==> src/rtl/comparator_nbits_debounce_if.sv <==
// Operand/result bundle for the N-bit debounced comparator.
// Latency: none (wires only); results appear one cycle after the sample on the DUT side.
// Backpressure: none; the producer may assert in_valid every cycle.
interface comparator_nbits_debounce_if #(
  parameter int WIDTH = 8
) ();

  // Sample side: operands and compare mode, qualified by in_valid.
  logic             in_valid;
  logic             signed_mode;
  logic [WIDTH-1:0] a;
  logic [WIDTH-1:0] b;

  // Result side: registered compare flags and debounced threshold events.
  logic             out_valid;
  logic             less;
  logic             equal;
  logic             greater;
  logic             above;
  logic             cross_up;
  logic             cross_down;

  // Sample producer (ADC/counter front end, or a testbench).
  modport master (
    output in_valid,
    output signed_mode,
    output a,
    output b,
    input  out_valid,
    input  less,
    input  equal,
    input  greater,
    input  above,
    input  cross_up,
    input  cross_down
  );

  // Comparator block.
  modport slave (
    input  in_valid,
    input  signed_mode,
    input  a,
    input  b,
    output out_valid,
    output less,
    output equal,
    output greater,
    output above,
    output cross_up,
    output cross_down
  );

endinterface

==> src/rtl/comparator_nbits_debounce.sv <==
// N-bit magnitude comparator with registered less/equal/greater and a debounced "a above b" FSM.
// Latency: 1 cycle from an in_valid sample to out_valid/flags and to above/cross_up/cross_down.
// Backpressure: none; accepts a sample every cycle. Signed compare only when COMPARATOR_SIGNED_EN is defined.
module comparator_nbits_debounce #(
  parameter int WIDTH    = 8,
  parameter int DEBOUNCE = 4
) (
  input  logic                        sys_clk,
  input  logic                        sys_rst,
  comparator_nbits_debounce_if.slave  bus
);

  // Run counter just wide enough for 0..DEBOUNCE-1.
  localparam int            CW       = $clog2(DEBOUNCE + 1);
  localparam logic [CW-1:0] CNT_ONE  = CW'(1);
  localparam logic [CW-1:0] CNT_LAST = CW'(DEBOUNCE - 1);

  typedef enum logic [1:0] {
    ST_BELOW   = 2'd0,
    ST_RISING  = 2'd1,
    ST_ABOVE   = 2'd2,
    ST_FALLING = 2'd3
  } state_t;

  // ------------------------------------------------------------------
  // Compare datapath
  // ------------------------------------------------------------------
  logic [WIDTH-1:0] a_key;
  logic [WIDTH-1:0] b_key;

`ifdef COMPARATOR_SIGNED_EN
  // Flipping the sign bit of both operands maps two's complement order
  // onto unsigned order, so one unsigned comparator serves both modes.
  localparam logic [WIDTH-1:0] MSB_MASK = WIDTH'(1) << (WIDTH - 1);

  // Bias operands into unsigned order when the sample asks for signed.
  always_comb begin
    a_key = bus.a;
    b_key = bus.b;
    if (bus.signed_mode) begin
      a_key = bus.a ^ MSB_MASK;
      b_key = bus.b ^ MSB_MASK;
    end
  end
`else
  // Unsigned-only build: the mode pin is present but has no effect.
  logic unused_signed_mode;
  assign unused_signed_mode = bus.signed_mode;
  assign a_key = bus.a;
  assign b_key = bus.b;
`endif

  logic cmp_lt;
  logic cmp_eq;
  logic cmp_gt;
  logic hit;

  assign cmp_lt = (a_key <  b_key);
  assign cmp_eq = (a_key == b_key);
  assign cmp_gt = (a_key >  b_key);
  // Equal is deliberately a miss: the threshold must be strictly exceeded.
  assign hit    = cmp_gt;

  // ------------------------------------------------------------------
  // Result registers
  // ------------------------------------------------------------------
  logic out_valid_q;
  logic less_q;
  logic equal_q;
  logic greater_q;

  // Capture flags on valid samples; hold them across idle cycles.
  always_ff @(posedge sys_clk) begin
    if (sys_rst) begin
      out_valid_q <= 1'b0;
      less_q      <= 1'b0;
      equal_q     <= 1'b0;
      greater_q   <= 1'b0;
    end else begin
      out_valid_q <= bus.in_valid;
      if (bus.in_valid) begin
        less_q    <= cmp_lt;
        equal_q   <= cmp_eq;
        greater_q <= cmp_gt;
      end
    end
  end

  // ------------------------------------------------------------------
  // Debounce FSM
  // ------------------------------------------------------------------
  state_t        state_q;
  logic [CW-1:0] cnt_q;
  logic          above_q;
  logic          cross_up_q;
  logic          cross_down_q;

  // Count consecutive valid samples disagreeing with the settled side;
  // idle cycles leave state and count untouched.
  always_ff @(posedge sys_clk) begin
    if (sys_rst) begin
      state_q      <= ST_BELOW;
      cnt_q        <= '0;
      above_q      <= 1'b0;
      cross_up_q   <= 1'b0;
      cross_down_q <= 1'b0;
    end else begin
      cross_up_q   <= 1'b0;
      cross_down_q <= 1'b0;
      if (bus.in_valid) begin
        unique case (state_q)
          ST_BELOW: begin
            if (hit) begin
              if (DEBOUNCE == 1) begin
                state_q    <= ST_ABOVE;
                cnt_q      <= '0;
                above_q    <= 1'b1;
                cross_up_q <= 1'b1;
              end else begin
                state_q <= ST_RISING;
                cnt_q   <= CNT_ONE;
              end
            end else begin
              cnt_q <= '0;
            end
          end

          ST_RISING: begin
            if (hit) begin
              if (cnt_q == CNT_LAST) begin
                state_q    <= ST_ABOVE;
                cnt_q      <= '0;
                above_q    <= 1'b1;
                cross_up_q <= 1'b1;
              end else begin
                cnt_q <= cnt_q + CNT_ONE;
              end
            end else begin
              state_q <= ST_BELOW;
              cnt_q   <= '0;
            end
          end

          ST_ABOVE: begin
            if (!hit) begin
              if (DEBOUNCE == 1) begin
                state_q      <= ST_BELOW;
                cnt_q        <= '0;
                above_q      <= 1'b0;
                cross_down_q <= 1'b1;
              end else begin
                state_q <= ST_FALLING;
                cnt_q   <= CNT_ONE;
              end
            end else begin
              cnt_q <= '0;
            end
          end

          ST_FALLING: begin
            if (!hit) begin
              if (cnt_q == CNT_LAST) begin
                state_q      <= ST_BELOW;
                cnt_q        <= '0;
                above_q      <= 1'b0;
                cross_down_q <= 1'b1;
              end else begin
                cnt_q <= cnt_q + CNT_ONE;
              end
            end else begin
              state_q <= ST_ABOVE;
              cnt_q   <= '0;
            end
          end

          default: begin
            state_q <= ST_BELOW;
            cnt_q   <= '0;
            above_q <= 1'b0;
          end
        endcase
      end
    end
  end

  assign bus.out_valid  = out_valid_q;
  assign bus.less       = less_q;
  assign bus.equal      = equal_q;
  assign bus.greater    = greater_q;
  assign bus.above      = above_q;
  assign bus.cross_up   = cross_up_q;
  assign bus.cross_down = cross_down_q;

endmodule

==> src/flat_wrapper.sv <==
// flat-port wrapper written by rule: the top's interface ports become plain ports
module comparator_nbits_debounce_flat 
#(
  parameter int WIDTH    = 8,
  parameter int DEBOUNCE = 4
)
  (sys_clk, sys_rst, bus_in_valid, bus_signed_mode, bus_a, bus_b, bus_out_valid, bus_less, bus_equal, bus_greater, bus_above, bus_cross_up, bus_cross_down);
  comparator_nbits_debounce_if #(.WIDTH(WIDTH)) bus_i ();
  input  logic sys_clk;
  input  logic sys_rst;
  input wire logic [$bits(bus_i.in_valid)-1:0] bus_in_valid;
  input wire logic [$bits(bus_i.signed_mode)-1:0] bus_signed_mode;
  input wire logic [$bits(bus_i.a)-1:0] bus_a;
  input wire logic [$bits(bus_i.b)-1:0] bus_b;
  output wire logic [$bits(bus_i.out_valid)-1:0] bus_out_valid;
  output wire logic [$bits(bus_i.less)-1:0] bus_less;
  output wire logic [$bits(bus_i.equal)-1:0] bus_equal;
  output wire logic [$bits(bus_i.greater)-1:0] bus_greater;
  output wire logic [$bits(bus_i.above)-1:0] bus_above;
  output wire logic [$bits(bus_i.cross_up)-1:0] bus_cross_up;
  output wire logic [$bits(bus_i.cross_down)-1:0] bus_cross_down;
  assign bus_i.in_valid = bus_in_valid;
  assign bus_i.signed_mode = bus_signed_mode;
  assign bus_i.a = bus_a;
  assign bus_i.b = bus_b;
  assign bus_out_valid = bus_i.out_valid;
  assign bus_less = bus_i.less;
  assign bus_equal = bus_i.equal;
  assign bus_greater = bus_i.greater;
  assign bus_above = bus_i.above;
  assign bus_cross_up = bus_i.cross_up;
  assign bus_cross_down = bus_i.cross_down;
  comparator_nbits_debounce #(.WIDTH(WIDTH), .DEBOUNCE(DEBOUNCE)) u_core (.sys_clk(sys_clk), .sys_rst(sys_rst), .bus(bus_i));
endmodule
==> config.mk <==
export PLATFORM = sky130hd
export DESIGN_NAME = comparator_nbits_debounce_flat
export DESIGN_NICKNAME = d
export VERILOG_FILES = /design/src/rtl/comparator_nbits_debounce_if.sv /design/src/rtl/comparator_nbits_debounce.sv /design/src/flat_wrapper.sv
export SDC_FILE = /design/constraint.sdc
export NUM_CORES = 1
export LEC_CHECK = 0
export CAP_MARGIN = 20
export CORE_MARGIN = 4
export CORE_UTILIZATION = 50
export DETAILED_ROUTE_END_ITERATION = 8
export DONT_BUFFER_PORTS = 1
export GPL_ROUTABILITY_DRIVEN = 1
export PLACE_DENSITY = 0.68
export SLEW_MARGIN = 15
export SYNTH_ARGS = -nofsm -noshare
export SYNTH_HDL_FRONTEND = slang
export SYNTH_SLANG_ARGS = --single-unit
==> constraint.sdc <==
create_clock -name sys_clk -period 1.7 [get_ports sys_clk]
set_input_delay 0.17 -clock sys_clk [delete_from_list [all_inputs] [get_ports sys_clk]]
set_output_delay 0.17 -clock sys_clk [all_outputs]
set_load 0.05 [all_outputs]
==> results.json, run 1 <==
{
  "gr-total-overflow": 0,
  "cts_max_level": 1,
  "cts_sinks": 12,
  "synthesis.nets": 116,
  "setup-violations-final": 0,
  "crit_path_end_kind": "flip-flop",
  "ff_latch_area_um2": 240,
  "gp_congestion": 0.689,
  "grt_pass1_wl_mm": 2.33,
  "cts_tree": "yes",
  "via_per_inst": 5.61,
  "final_nets": 126,
  "cts_root_buf": "clkbuf_4",
  "fin_crit_sh": 0.872,
  "place_inst": 105,
  "drt_wl_total_mm": 1.39,
  "rsz0062_at_grt": "no",
  "dp_slack_ps": -21.9,
  "ios": 27,
  "cp_top_family": "simple AND/OR/NAND/NOR gates",
  "initial_utilization": 0.544,
  "syn_to_final_growth_pct": 11.9,
  "drive_gt1_frac": 0.126,
  "diodes": 0,
  "slew_headroom": 0.653,
  "crit_fanout": 6,
  "max_stage_delay_ps": 360,
  "antenna_found_initial": 0,
  "cap_violations": 0,
  "drv_slew": 0,
  "dr_total_vias": 617,
  "ys_types": 28,
  "cp-start-kind": "flip-flop",
  "crit_chain": "ha_1 -> nor2b_1 -> nand3_1 -> a21oi_1 -> o21ai_0 -> a21oi_1",
  "synthFlopType": "dfxtp_1",
  "track_usage": 0.150,
  "fin_worst_skew_ps": 2.95,
  "leakagePower_nw": 0.342,
  "yosys_warnings": 0,
  "dp_hpwl_mm": 1.06,
  "cpMostUsedCell": "a21oi_1",
  "clk_pin_slew_ps": 70,
  "fin_crit_ps": 1480,
  "syn_inst": 87,
  "ant_nets": 0,
  "status": "completed",
  "postSynthRegisterBits": 12,
  "fmax_mhz": 674,
  "avgRoutedWirePerCell_um": 12.6,
  "syn-cell-area_um2": 734,
  "drt_iter0_drc": 13,
  "cts.path.max_buffers": 2,
  "fin_total_pwr_uw": 602,
  "grt_max_degree": 11,
  "grt_pass1_vias": 550,
  "critPathKind": "flip-flop to flip-flop",
  "hold_class": "input port to flip-flop",
  "syn_area_per_cell_um2": 8.44,
  "fin_util": 0.609,
  "synth_edf_count": 0,
  "dr.pass1.iters": 5,
  "drc": 0,
  "die_w_um": 46.3,
  "fin_cells": 110,
  "core_area_mm2": 0.00135,
  "async_reset_ff_frac": 0,
  "critPathArrivalTime_ps": 1680,
  "rows": 13,
  "die_h_um": 46.3,
  "cp_data_required_time_ps": 1900,
  "setup_tns_ps": 0,
  "cts_made_buffers": 3,
  "multi_input_area_um2": 449,
  "peakVddDrop_v": 0.000543,
  "io_buffer_count": 0,
  "die-area_mm2": 0.00215,
  "insertion_delay_ps": 270,
  "worst_pin_slew_ps": 520,
  "finalHoldViolations": 0,
  "n_fill_cell": 123,
  "p_per_area_mw_per_mm2": 732,
  "synth-seq-area-share": 0.327,
  "slowest_stage": "dfxtp_1",
  "critPathBufInv": 0,
  "fin_ws_ps": 217
}
==> area by class of cell <==
class | instances | share of cell area
Inverter | 11 | 0.0502
Tap cell | 15 | 0.0228
Multi-Input combinational cell | 63 | 0.546
Clock buffer | 3 | 0.0274
Sequential cell | 12 | 0.292
Timing Repair Buffer | 6 | 0.0609
==> path summary, 6_finish.rpt <==
kind	start	endpoint	slack, ps	cells after the start
hold / removal	bus_in_valid	u_core.cnt_q[2]	10	1
hold reg to reg	u_core.cnt_q[2]	u_core.cnt_q[2]	490	2
setup / recovery	u_core.cnt_q[0]	u_core.bus.above	220	6
setup reg to reg	u_core.cnt_q[0]	u_core.bus.above	220	6
==> power by group <==
group          leakage [nW]  switching [mW]  internal, mW  total (mW)
Combinational         0.230          0.0621        0.0544       0.117
Sequential           0.0977          0.0239         0.290       0.314
Clock                0.0138          0.0894        0.0820       0.171
Total                 0.342           0.175         0.426       0.602
==> metrics by stage <==
| stage | cell area [um^2] | hold slack (ps) |
|---|---|---|
| after detailed placement | 779 | 241 |
| final | 822 | 12.3 |
| after global placement | 779 | 239 |
| after floorplan | 734 | 249 |
| after CTS | 822 | 5.25 |
| after global routing | 822 | 6.46 |
==> sequential cells by signal, summed over array words and instances (netlist names), named ones only <==
| signal | flops |
|---|---|
| u_core.bus.out_valid | 1 |
| u_core.bus.less | 1 |
| u_core.state_q | 1 |
| u_core.bus.greater | 1 |
| u_core.cnt_q | 3 |
| u_core.bus.equal | 1 |
| u_core.bus.cross_down | 1 |
| u_core.bus.above | 1 |
| u_core.bus.cross_up | 1 |
==> cells in the mapped netlist (all sizes together), types with 2 or more instances <==
cell / count / area share
a21oi: 12 / 0.082
dfxtp: 12 / 0.33
ha: 9 / 0.15
inv: 10 / 0.051
nand2: 6 / 0.041
nand4: 2 / 0.037
nand4b: 2 / 0.024
nor2: 10 / 0.051
nor2b: 2 / 0.017
nor3: 2 / 0.014
nor4: 2 / 0.017
o21ai: 4 / 0.043
o221ai: 2 / 0.024
==> cell usage in the layout (no fill, tap or decap) <==
cell type / n
o32ai_1: 1
or4bb_1: 1
a21oi_1: 12
o21ai_4: 1
nand4_1: 1
clkinv_1: 1
nand3_1: 1
or4_1: 1
nor2_1: 10
o21a_1: 1
nor4_1: 2
o221ai_1: 2
dlygate4sd3_1: 2
o211ai_1: 1
nor3_1: 2
inv_1: 10
nand4b_1: 2
nand4_4: 1
nand2_1: 5
xnor2_1: 1
clkbuf_4: 3
buf_4: 4
nor2b_1: 2
dfxtp_1: 12
o21ai_0: 3
ha_1: 9
and2_2: 1
nand2b_1: 1
a211o_2: 1
nand2_4: 1
==> routing by layer <==
layer / vias up / wire length, um / GRT usage
li1: 327 / - / -
met1: 265 / 701 / 0.203
met2: 23 / 581 / 0.217
met3: 2 / 102 / 0.0781
met4: 0 / 1 / 0.0170
met5: - / 0 / 0
==> cell families after synthesis <==
family	Yosys count	share of synthesized area
XOR/XNOR	1	0.0119
buffers and inverters	12	0.0613
flip-flops	12	0.327
AND/OR/NAND/NOR	31	0.252
AO/OA/AOI/OAI	22	0.194
adder cells (fa/ha/maj)	9	0.153
==> repair_timing <==
item                      in CTS  in global routing
hold endpoints to repair      10                  0
hold buffers                   2                  0
resized for setup              0                  0
setup buffers                  0                  0
No activity file was read; power rests on OpenSTA's default activity.
==> run 2: changes to the inputs <==
- CORE_UTILIZATION: 50 -> 40
- PLACE_DENSITY: 0.68 -> default
- clock period: 1.7 -> 1.8 ns (I/O delays scaled with it)
==> run 2 against run 1 <==
Effect of this change: wire length up 5.2%; sequential power shrank 5%; non-clock buffer count shrank 4; worst setup slack gained 110 ps; count of clock-buffer cells in the layout rose by 1; largest cell class unchanged; final cell count increased by 6.4%; die area grew 20%.
==> results.json, run 2 (synthesis results as in run 1) <==
{
  "syn_to_final_growth_pct": 11.4,
  "fin_ws_ps": 330,
  "drt_wl_total_mm": 1.46,
  "gr-total-overflow": 0,
  "hold_end": "u_core.cnt_q[2]",
  "cts_max_level": 1,
  "cp_top_family": "compound AO/OA/AOI/OAI gates",
  "p_per_area_mw_per_mm2": 742,
  "cts_sinks": 12,
  "slew_headroom": 0.655,
  "worst_pin_slew_ps": 517,
  "fin_worst_skew_ps": 1.53,
  "finalHoldViolations": 0,
  "dr.pass1.iters": 4,
  "ios": 27,
  "antenna_found_initial": 0,
  "fin_crit_ps": 1470,
  "setup-violations-final": 0,
  "hold_start": "bus_in_valid",
  "cts_made_buffers": 3,
  "worst-r2r-cell-count": 6,
  "cp_data_required_time_ps": 2000,
  "critPathKind": "input port to flip-flop",
  "drt_iter0_drc": 12,
  "status": "completed",
  "slowest_stage": "or4_1",
  "die-area_mm2": 0.00259,
  "io_buffer_count": 0,
  "r2r-start": "u_core.cnt_q[0]",
  "dr_total_vias": 612,
  "largest_reg_flops": 3,
  "final_area_um2": 818,
  "initial_utilization": 0.425,
  "clk_pin_slew_ps": 70,
  "rsz0062_at_grt": "no",
  "n_fill_cell": 180,
  "cts_tree": "yes",
  "r2r_setup_slack_ps": 340,
  "leakagePower_nw": 0.329,
  "die_w_um": 50.9,
  "dp_hpwl_mm": 1.12,
  "final_nets": 122,
  "via_per_inst": 5.23,
  "peakVddDrop_v": 0.000481,
  "drc": 0,
  "fmax_mhz": 680,
  "cts_root_buf": "clkbuf_4",
  "ff_latch_area_um2": 240,
  "post-cts-setup-buffers": 0,
  "setup_tns_ps": 0,
  "cp-start-kind": "input port",
  "fin_crit_sh": 0.816,
  "core_area_mm2": 0.00173,
  "ant_nets": 0,
  "final_cell_mix": "12 x a21oi_1, 12 x dfxtp_1, 10 x inv_1, 10 x nor2_1, 9 x ha_1",
  "avgRoutedWirePerCell_um": 12.5,
  "insertion_delay_ps": 270,
  "cap_violations": 0,
  "grt_pass1_vias": 581,
  "diodes": 0,
  "drv_slew": 0,
  "crit_path_end_kind": "flip-flop",
  "die_h_um": 50.9,
  "crit_fanout": 4,
  "place_area_um2": 762,
  "critPathArrivalTime_ps": 1670,
  "r2r_end": "u_core.bus.above",
  "crit_chain": "inv_1 -> ha_1 -> a21oi_1 -> o21ai_0 -> o21ai_4 -> nand2_4 -> or4_1 -> o221ai_1",
  "drive_gt1_frac": 0.0978,
  "grt_max_degree": 11,
  "cts.path.max_buffers": 2,
  "gp_congestion": 0.749,
  "rows": 15,
  "fin_total_pwr_uw": 607,
  "top_register": "u_core.cnt_q",
  "hold_slack_ps": 18.8,
  "track_usage": 0.125,
  "multi_input_area_um2": 449,
  "critPathBufInv": 1,
  "max_stage_delay_ps": 460,
  "hold_class": "input port to flip-flop",
  "grt_pass1_wl_mm": 2.46,
  "min_path_cells": 1,
  "dp_slack_ps": 29.3
}
==> run 2: cell types whose count changed in the layout (fill, tap and decap cells not counted), sizes merged <==
cell | before | now
buf | 4 | 0
clkbuf | 3 | 4
==> run 2: worst max path at each step <==
stage          depth (start not counted)                to  slack [ps]             from
3_3_place_gp                           8   u_core.cnt_q[1]          70         bus_b[7]
2_1_floorplan                          8   u_core.cnt_q[1]         150         bus_b[1]
3_5_place_dp                           8   u_core.cnt_q[1]          30         bus_b[7]
6_report                               8   u_core.cnt_q[1]         330         bus_b[7]
4_1_cts                                8   u_core.cnt_q[1]         330         bus_b[7]
5_1_grt                                6  u_core.bus.above         200  u_core.cnt_q[0]
==> run 2: worst reg2reg max path, stage by stage, from the launching register on <==
cell,delay [ps]
dfxtp_1,360
ha_1,170
nor2b_1,210
nand3_1,220
a21oi_1,200
o21ai_0,100
a21oi_1,140
==> run 2: where the power goes <==
group / internal [mW] / switching, mW / leakage, nW
sequential: 0.274 / 0.0230 / 0.0977
combinational: 0.0417 / 0.0565 / 0.210
clock: 0.123 / 0.0891 / 0.0210
==> run 2: repair_timing <==
item                                   in CTS  in global routing
gates resized for setup                     0                  0
hold buffers                                2                  0
endpoints found under the hold margin      10                  0
==> run 2: per-layer routing <==
layer  up-vias  wire length [um]  GRT usage
met5         -                 0          0
met4         0                12     0.0404
met3         2               131     0.0583
met2        20               708      0.207
met1       269               605      0.143
li1        321                 -          -
==> run 2: layout make-up <==
| class | instances | area share |
|---|---|---|
| multi-input cells | 63 | 0.549 |
| well taps | 25 | 0.0382 |
| repair buffers | 2 | 0.0245 |
| inverters | 11 | 0.0505 |
| flip-flops and latches | 12 | 0.294 |
| clock buffers | 4 | 0.0443 |
==> run 2: through the flow <==
step | instances | utilization
2_1_floorplan | 87 | -
3_3_place_gp | 111 | 0.441
3_5_place_dp | 111 | 0.441
4_1_cts | 117 | 0.474
5_1_grt | 117 | 0.474
6_report | 117 | 0.474
